$ cat config.mk
export PLATFORM = sky130hd
export DESIGN_NAME = top_main_ctrl
export DESIGN_NICKNAME = d
export VERILOG_FILES = /design/src/rtl/top_main_ctrl_pkg.sv /design/src/rtl/top_main_ctrl_decode.sv /design/src/rtl/top_main_ctrl.sv
export SDC_FILE = /design/constraint.sdc
export NUM_CORES = 1
export LEC_CHECK = 0
export ABC_AREA = 1
export CAP_MARGIN = 10
export CORE_UTILIZATION = 47
export DETAILED_ROUTE_END_ITERATION = 10
export GPL_TIMING_DRIVEN = 0
export PLACE_DENSITY = 0.8
export SLEW_MARGIN = 10
export SYNTH_ARGS = -nofsm -noshare
export SYNTH_HDL_FRONTEND = slang
export SYNTH_SLANG_ARGS = --single-unit
$ cat constraint.sdc
create_clock -name clk -period 1.4 [get_ports clk]
set_input_delay 0.28 -clock clk [delete_from_list [all_inputs] [get_ports clk]]
set_output_delay 0.28 -clock clk [all_outputs]
set_load 0.1 [all_outputs]
$ cat src/rtl/top_main_ctrl_pkg.sv
// Shared types, field layout and opcode classes for the top_main sequencer.
// Latency: n/a (declarations only).
// Backpressure: n/a (declarations only).
package top_main_ctrl_pkg;

  // Default datapath widths; the top-level parameters default to these.
  localparam int OPCODE_W_DEF   = 4;
  localparam int REG_ADDR_W_DEF = 3;
  localparam int MEM_ADDR_W_DEF = 4;
  localparam int CNT_W_DEF      = 16;

  // Instruction word layout, LSB first: {op, rd, rs1, addr}.
  localparam int ADDR_LSB = 0;
  localparam int RS1_LSB  = ADDR_LSB + MEM_ADDR_W_DEF;
  localparam int RD_LSB   = RS1_LSB + REG_ADDR_W_DEF;
  localparam int OP_LSB   = RD_LSB + REG_ADDR_W_DEF;
  localparam int INSTR_W  = OP_LSB + OPCODE_W_DEF;

  // Named opcodes outside the ALU range.
  localparam logic [OPCODE_W_DEF-1:0] OP_LOAD  = 4'h8;
  localparam logic [OPCODE_W_DEF-1:0] OP_STORE = 4'h9;
  localparam logic [OPCODE_W_DEF-1:0] OP_HALT  = 4'hE;
  localparam logic [OPCODE_W_DEF-1:0] OP_NOP   = 4'hF;

  // Sequencer phases.
  typedef enum logic [2:0] {
    ST_IDLE   = 3'd0,
    ST_DECODE = 3'd1,
    ST_EXEC   = 3'd2,
    ST_MEM    = 3'd3,
    ST_WB     = 3'd4,
    ST_HALT   = 3'd5
  } state_e;

  // Opcodes 0x0..0x7 go to the ALU.
  function automatic logic is_alu(input logic [OPCODE_W_DEF-1:0] op);
    return (op < OP_LOAD);
  endfunction

  // The gap between STORE and HALT (0xA..0xD) is undefined.
  function automatic logic is_illegal(input logic [OPCODE_W_DEF-1:0] op);
    return (op > OP_STORE) && (op < OP_HALT);
  endfunction

endpackage

$ cat src/rtl/top_main_ctrl_decode.sv
// Splits an instruction word into fields and classifies its opcode.
// Latency: purely combinational, zero cycles.
// Backpressure: none; the caller holds the word stable in its register.
module top_main_ctrl_decode
  import top_main_ctrl_pkg::*;
(
  input  logic [INSTR_W-1:0]        instr_i,
  output logic [OPCODE_W_DEF-1:0]   op_o,
  output logic [REG_ADDR_W_DEF-1:0] rd_o,
  output logic [REG_ADDR_W_DEF-1:0] rs1_o,
  output logic [REG_ADDR_W_DEF-1:0] rs2_o,
  output logic [MEM_ADDR_W_DEF-1:0] addr_o,
  output logic                      is_alu_o,
  output logic                      is_load_o,
  output logic                      is_store_o,
  output logic                      is_halt_o,
  output logic                      is_nop_o,
  output logic                      is_illegal_o
);

  // Field split: rs2 shares the low bits of the memory address field.
  always_comb begin
    op_o   = instr_i[OP_LSB   +: OPCODE_W_DEF];
    rd_o   = instr_i[RD_LSB   +: REG_ADDR_W_DEF];
    rs1_o  = instr_i[RS1_LSB  +: REG_ADDR_W_DEF];
    addr_o = instr_i[ADDR_LSB +: MEM_ADDR_W_DEF];
    rs2_o  = addr_o[REG_ADDR_W_DEF-1:0];
  end

  // Opcode class: exactly one of these is set for any opcode value.
  always_comb begin
    is_alu_o     = is_alu(op_o);
    is_load_o    = (op_o == OP_LOAD);
    is_store_o   = (op_o == OP_STORE);
    is_halt_o    = (op_o == OP_HALT);
    is_nop_o     = (op_o == OP_NOP);
    is_illegal_o = is_illegal(op_o);
  end

endmodule

$ cat src/rtl/top_main_ctrl.sv
// Multi-cycle sequencer: accept, decode, then drive ALU/memory/regfile phase by phase.
// Latency: accept edge to ready again is ALU 3, LOAD 3, STORE 2, NOP/illegal 1 cycles.
// Backpressure: instr_ready is high only in IDLE; HALT holds it low until reset.
module top_main_ctrl
  import top_main_ctrl_pkg::*;
#(
  parameter int OPCODE_W   = OPCODE_W_DEF,
  parameter int REG_ADDR_W = REG_ADDR_W_DEF,
  parameter int MEM_ADDR_W = MEM_ADDR_W_DEF,
  parameter int CNT_W      = CNT_W_DEF
) (
  input  logic                                    clk,
  input  logic                                    rst,
  input  logic                                    instr_valid,
  output logic                                    instr_ready,
  input  logic [OPCODE_W+2*REG_ADDR_W+MEM_ADDR_W-1:0] instr,
  output logic [OPCODE_W-1:0]                     dp_opcode,
  output logic [REG_ADDR_W-1:0]                   dp_reg1_addr,
  output logic [REG_ADDR_W-1:0]                   dp_reg2_addr,
  output logic [REG_ADDR_W-1:0]                   dp_rd_addr,
  output logic [MEM_ADDR_W-1:0]                   dp_mem_addr,
  output logic                                    dp_reg_we,
  output logic                                    dp_mem_we,
  output logic                                    dp_mem_re,
  input  logic                                    dp_zero,
  output logic                                    zero_flag,
  output logic                                    busy,
  output logic                                    halted,
  output logic                                    illegal,
  output logic [CNT_W-1:0]                        retired_count
);

  localparam int IW = OPCODE_W + 2*REG_ADDR_W + MEM_ADDR_W;

  state_e          state_q;
  logic [IW-1:0]   ir_q;
  logic            reg_we_q;
  logic            mem_we_q;
  logic            mem_re_q;
  logic            zero_q;
  logic            halted_q;
  logic            illegal_q;
  logic [CNT_W-1:0] cnt_q;
  logic [CNT_W-1:0] cnt_d;

  logic [OPCODE_W-1:0]   dec_op;
  logic [REG_ADDR_W-1:0] dec_rd;
  logic [REG_ADDR_W-1:0] dec_rs1;
  logic [REG_ADDR_W-1:0] dec_rs2;
  logic [MEM_ADDR_W-1:0] dec_addr;
  logic dec_alu, dec_load, dec_store, dec_halt, dec_nop, dec_illegal;

  // Decode always looks at the latched word, so the datapath fields cannot
  // follow the instr port while the sequencer is busy.
  top_main_ctrl_decode u_decode (
    .instr_i      (ir_q),
    .op_o         (dec_op),
    .rd_o         (dec_rd),
    .rs1_o        (dec_rs1),
    .rs2_o        (dec_rs2),
    .addr_o       (dec_addr),
    .is_alu_o     (dec_alu),
    .is_load_o    (dec_load),
    .is_store_o   (dec_store),
    .is_halt_o    (dec_halt),
    .is_nop_o     (dec_nop),
    .is_illegal_o (dec_illegal)
  );

  // Retire counter next value; wraps naturally at the top of its range.
  assign cnt_d = cnt_q + CNT_W'(1);

  // Sequencer: state, instruction register, strobes and status in one place.
  always_ff @(posedge clk or posedge rst) begin
    if (rst) begin
      state_q   <= ST_IDLE;
      ir_q      <= '0;
      reg_we_q  <= 1'b0;
      mem_we_q  <= 1'b0;
      mem_re_q  <= 1'b0;
      zero_q    <= 1'b0;
      halted_q  <= 1'b0;
      illegal_q <= 1'b0;
      cnt_q     <= '0;
    end else begin
      // Strobes are single-cycle: cleared unless the next state asserts one.
      reg_we_q <= 1'b0;
      mem_we_q <= 1'b0;
      mem_re_q <= 1'b0;
      case (state_q)
        ST_IDLE: begin
          if (instr_valid) begin
            ir_q    <= instr;
            state_q <= ST_DECODE;
          end
        end
        ST_DECODE: begin
          if (dec_alu) begin
            state_q <= ST_EXEC;
          end else if (dec_load) begin
            state_q  <= ST_MEM;
            mem_re_q <= 1'b1;
          end else if (dec_store) begin
            state_q  <= ST_MEM;
            mem_we_q <= 1'b1;
          end else if (dec_halt) begin
            state_q  <= ST_HALT;
            halted_q <= 1'b1;
            cnt_q    <= cnt_d;
          end else if (dec_nop) begin
            state_q <= ST_IDLE;
            cnt_q   <= cnt_d;
          end else if (dec_illegal) begin
            state_q   <= ST_IDLE;
            illegal_q <= 1'b1;
          end else begin
            state_q <= ST_IDLE;
          end
        end
        ST_EXEC: begin
          // ALU result is sampled on the edge that leaves EXEC.
          zero_q   <= dp_zero;
          state_q  <= ST_WB;
          reg_we_q <= 1'b1;
        end
        ST_MEM: begin
          if (dec_load) begin
            state_q  <= ST_WB;
            reg_we_q <= 1'b1;
          end else begin
            state_q <= ST_IDLE;
            cnt_q   <= cnt_d;
          end
        end
        ST_WB: begin
          state_q <= ST_IDLE;
          cnt_q   <= cnt_d;
        end
        ST_HALT: begin
          state_q <= ST_HALT;
        end
        default: begin
          state_q <= ST_IDLE;
        end
      endcase
    end
  end

  // Handshake and status views derive from state only.
  assign instr_ready = (state_q == ST_IDLE);
  assign busy        = (state_q != ST_IDLE);

  assign dp_opcode     = dec_op;
  assign dp_reg1_addr  = dec_rs1;
  assign dp_reg2_addr  = dec_rs2;
  assign dp_rd_addr    = dec_rd;
  assign dp_mem_addr   = dec_addr;
  assign dp_reg_we     = reg_we_q;
  assign dp_mem_we     = mem_we_q;
  assign dp_mem_re     = mem_re_q;
  assign zero_flag     = zero_q;
  assign halted        = halted_q;
  assign illegal       = illegal_q;
  assign retired_count = cnt_q;

endmodule

==> impl_metrics.env <==
export IMPL_clk_latency_ns=0.30
export IMPL_drt_wl_total_um=5269
export IMPL_antenna_found_initial=0
export IMPL_slew_violations=0
export IMPL_cts_sinks=39
export IMPL_cp_start_kind="flop"
export IMPL_syn_avg_cell_area_um2=7.779
export IMPL_htreeDepth=2
export IMPL_mostFrequentLayoutCells="nand2_1 (89), buf_4 (39), nor2_1 (24)"
export IMPL_finalCritPeriodShare=1.089
export IMPL_post_route_min_period_ns=1.524
export IMPL_ys_seq_area_frac=0.4863
export IMPL_gp_congestion=0.8061
export IMPL_rsz0062_at_grt="true"
export IMPL_ys_types=26
export IMPL_cts_tree="yes"
export IMPL_cp_arrival_ns=1.24
export IMPL_post_drt_wl_per_cell_um=13.37
export IMPL_postLayoutCoreUtil=0.7478
export IMPL_grt_ovfl_total=0
export IMPL_grt_max_degree=23
export IMPL_hold_buffers=0
export IMPL_postLayoutCellArea_mm2=0.003034
export IMPL_nFillCells=295
export IMPL_final_common_cell="nand2_1"
export IMPL_syn2layout_area_growth_pct=51.18
export IMPL_antenna_left=0
export IMPL_ioPinCount=59
export IMPL_vias=1978
export IMPL_regArea_mm2=0.001039
export IMPL_path_clk_slew_ns=0.08
export IMPL_syn_area_mm2=0.002007
export IMPL_crit_fanout=3
export IMPL_nets=362
export IMPL_slowest_delay_ns=0.44
export IMPL_setup_viol=15
export IMPL_ff2ff_path_depth=8
export IMPL_firstDrtPassIters=4
export IMPL_vias_per_cell=5.020
export IMPL_die_y_um=67.35
export IMPL_cp_endpoint="instr_ready"
export IMPL_drive_gt1_frac=0.3953
export IMPL_initial_core_util=0.4946
export IMPL_r2r_end="retired_count[11]"
export IMPL_r2r_start="state_q[0]"
export IMPL_netlist_instances=258
export IMPL_die_w_um=67.35
export IMPL_fin_ws_ns=-0.1239
export IMPL_slew_headroom=0.6673
export IMPL_drt_iter0_markers=174
export IMPL_multiInputGateArea_mm2=0.001001
export IMPL_io_buffer_count=58
export IMPL_grtUsageTotal=0.2574
export IMPL_cp_cell_sequence="nor2_4 > nand2_8 > inv_8 > buf_12"
export IMPL_final_hold_violation_count=0
export IMPL_crit_type="reg2out"
export IMPL_setup_worst_path_start="state_q[0]"
export IMPL_violations="negative setup slack"
export IMPL_outcome="finished, violations left"
export IMPL_synth_warning_count=0
export IMPL_finalSetupTns_ns=-1.088
export IMPL_n_antenna_cell=0
export IMPL_clock_root_buffer="clkbuf_8"
export IMPL_core_mm2=0.004058
export IMPL_regToRegSetupSlack_ns=-0.08
export IMPL_drc_errors=0
export IMPL_finClkSkew_ns=0.005362
export IMPL_synthesis_nets=277
export IMPL_required_ns=1.12
export IMPL_ctsLongestPathBuffers=2
export IMPL_dp_hpwl_um=3333
export IMPL_worstMarginPinSlew_ns=0.5024
export IMPL_cts_buffers=5
export IMPL_endpoint_kind="output pin"
export IMPL_grt_pass1_wl_um=8652
export IMPL_dpl_cell_area_mm2=0.002829
export IMPL_fmax_mhz=656.2
export IMPL_place_ws_ns=-0.9251
export IMPL_ys_ff_latch=39
export IMPL_rows=23
export IMPL_slowest_stage="dfrtp_2"
export IMPL_hold_class="in2async"
export IMPL_dieArea_mm2=0.004535
export IMPL_grt_pass1_vias=1951
export IMPL_drv_cap=0
==> critical path, delay by kind of cell (launching register included) <==
family	cells	cell delay [ns]
flops	1	0.44
simple gates	2	0.27
buf+inv	2	0.23
==> through the flow <==
| stage | instances | hold WS (ns) |
|---|---|---|
| after floorplan | 258 | 0.4215 |
| after global placement | 366 | 0.4472 |
| after detailed placement | 367 | 0.4569 |
| after CTS | 389 | 0.2992 |
| after global routing | 394 | 0.3292 |
| final | 394 | 0.2899 |
==> final cells by class <==
class / count / share of cell area
Sequential cell: 39 / 0.3423
Multi-Input combinational cell: 190 / 0.3299
Clock buffer: 5 / 0.02268
Clock inverter: 3 / 0.004948
Timing Repair Buffer: 79 / 0.2305
Buffer: 7 / 0.01979
Tap cell: 50 / 0.02062
Inverter: 21 / 0.02928
==> timing repair <==
action / in CTS / in global routing
buffers inserted: 13 / 5
pin swaps: 8 / 5
setup endpoints to repair: 53 / 37
gates cloned: 2 / 0
gates resized for setup: 253 / 16
==> how the worst min path moves through the flow <==
stage,startpoint,endpoint,depth (start not counted)
2_1_floorplan,instr_valid,state_q[0],2
3_3_place_gp,halted,halted,1
3_5_place_dp,halted,halted,1
4_1_cts,rst,state_q[1],2
5_1_grt,rst,ir_q[4],2
6_report,rst,ir_q[4],2
==> cells by family after synthesis <==
family / share of synthesized area
xor+xnor: 0.03055
fa+ha+maj: 0.006233
compound gates: 0.03367
flops: 0.4863
buf+inv: 0.07169
mux: 0.005611
simple gates: 0.3660
==> cells in the mapped netlist, drive strengths merged <==
library cell  number  area (um^2)
a21oi              5        28.78
buf                7        61.30
a31o               1        8.760
nand4              8        50.05
nor2              33        141.4
or2                1        6.260
mux2               1        11.26
clkbuf             1        3.750
xnor2              4        35.03
xor2               3        26.28
nand2            101        396.6
dfrtp             39        975.9
o21ai              6        30.03
nand3             24        130.1
inv               21        78.82
nor3               2        10.01
ha                 1        12.51
==> routing by layer <==
metal	part of all wire	track usage
met1	0.41	0.3051
met2	0.51	0.4438
met3	0.063	0.06757
met4	0.017	0.09574
met5	0	0
==> state kept, by name, indices dropped and copies added, names as in the netlist <==
name           cells
retired_count     16
ir_q              14
state_q            3
dp_mem_re          1
dp_mem_we          1
dp_reg_we          1
halted             1
illegal            1
zero_flag          1
Power is not shown: default switching activity piles up to over one toggle a cycle in this logic, so the estimate is an artifact.
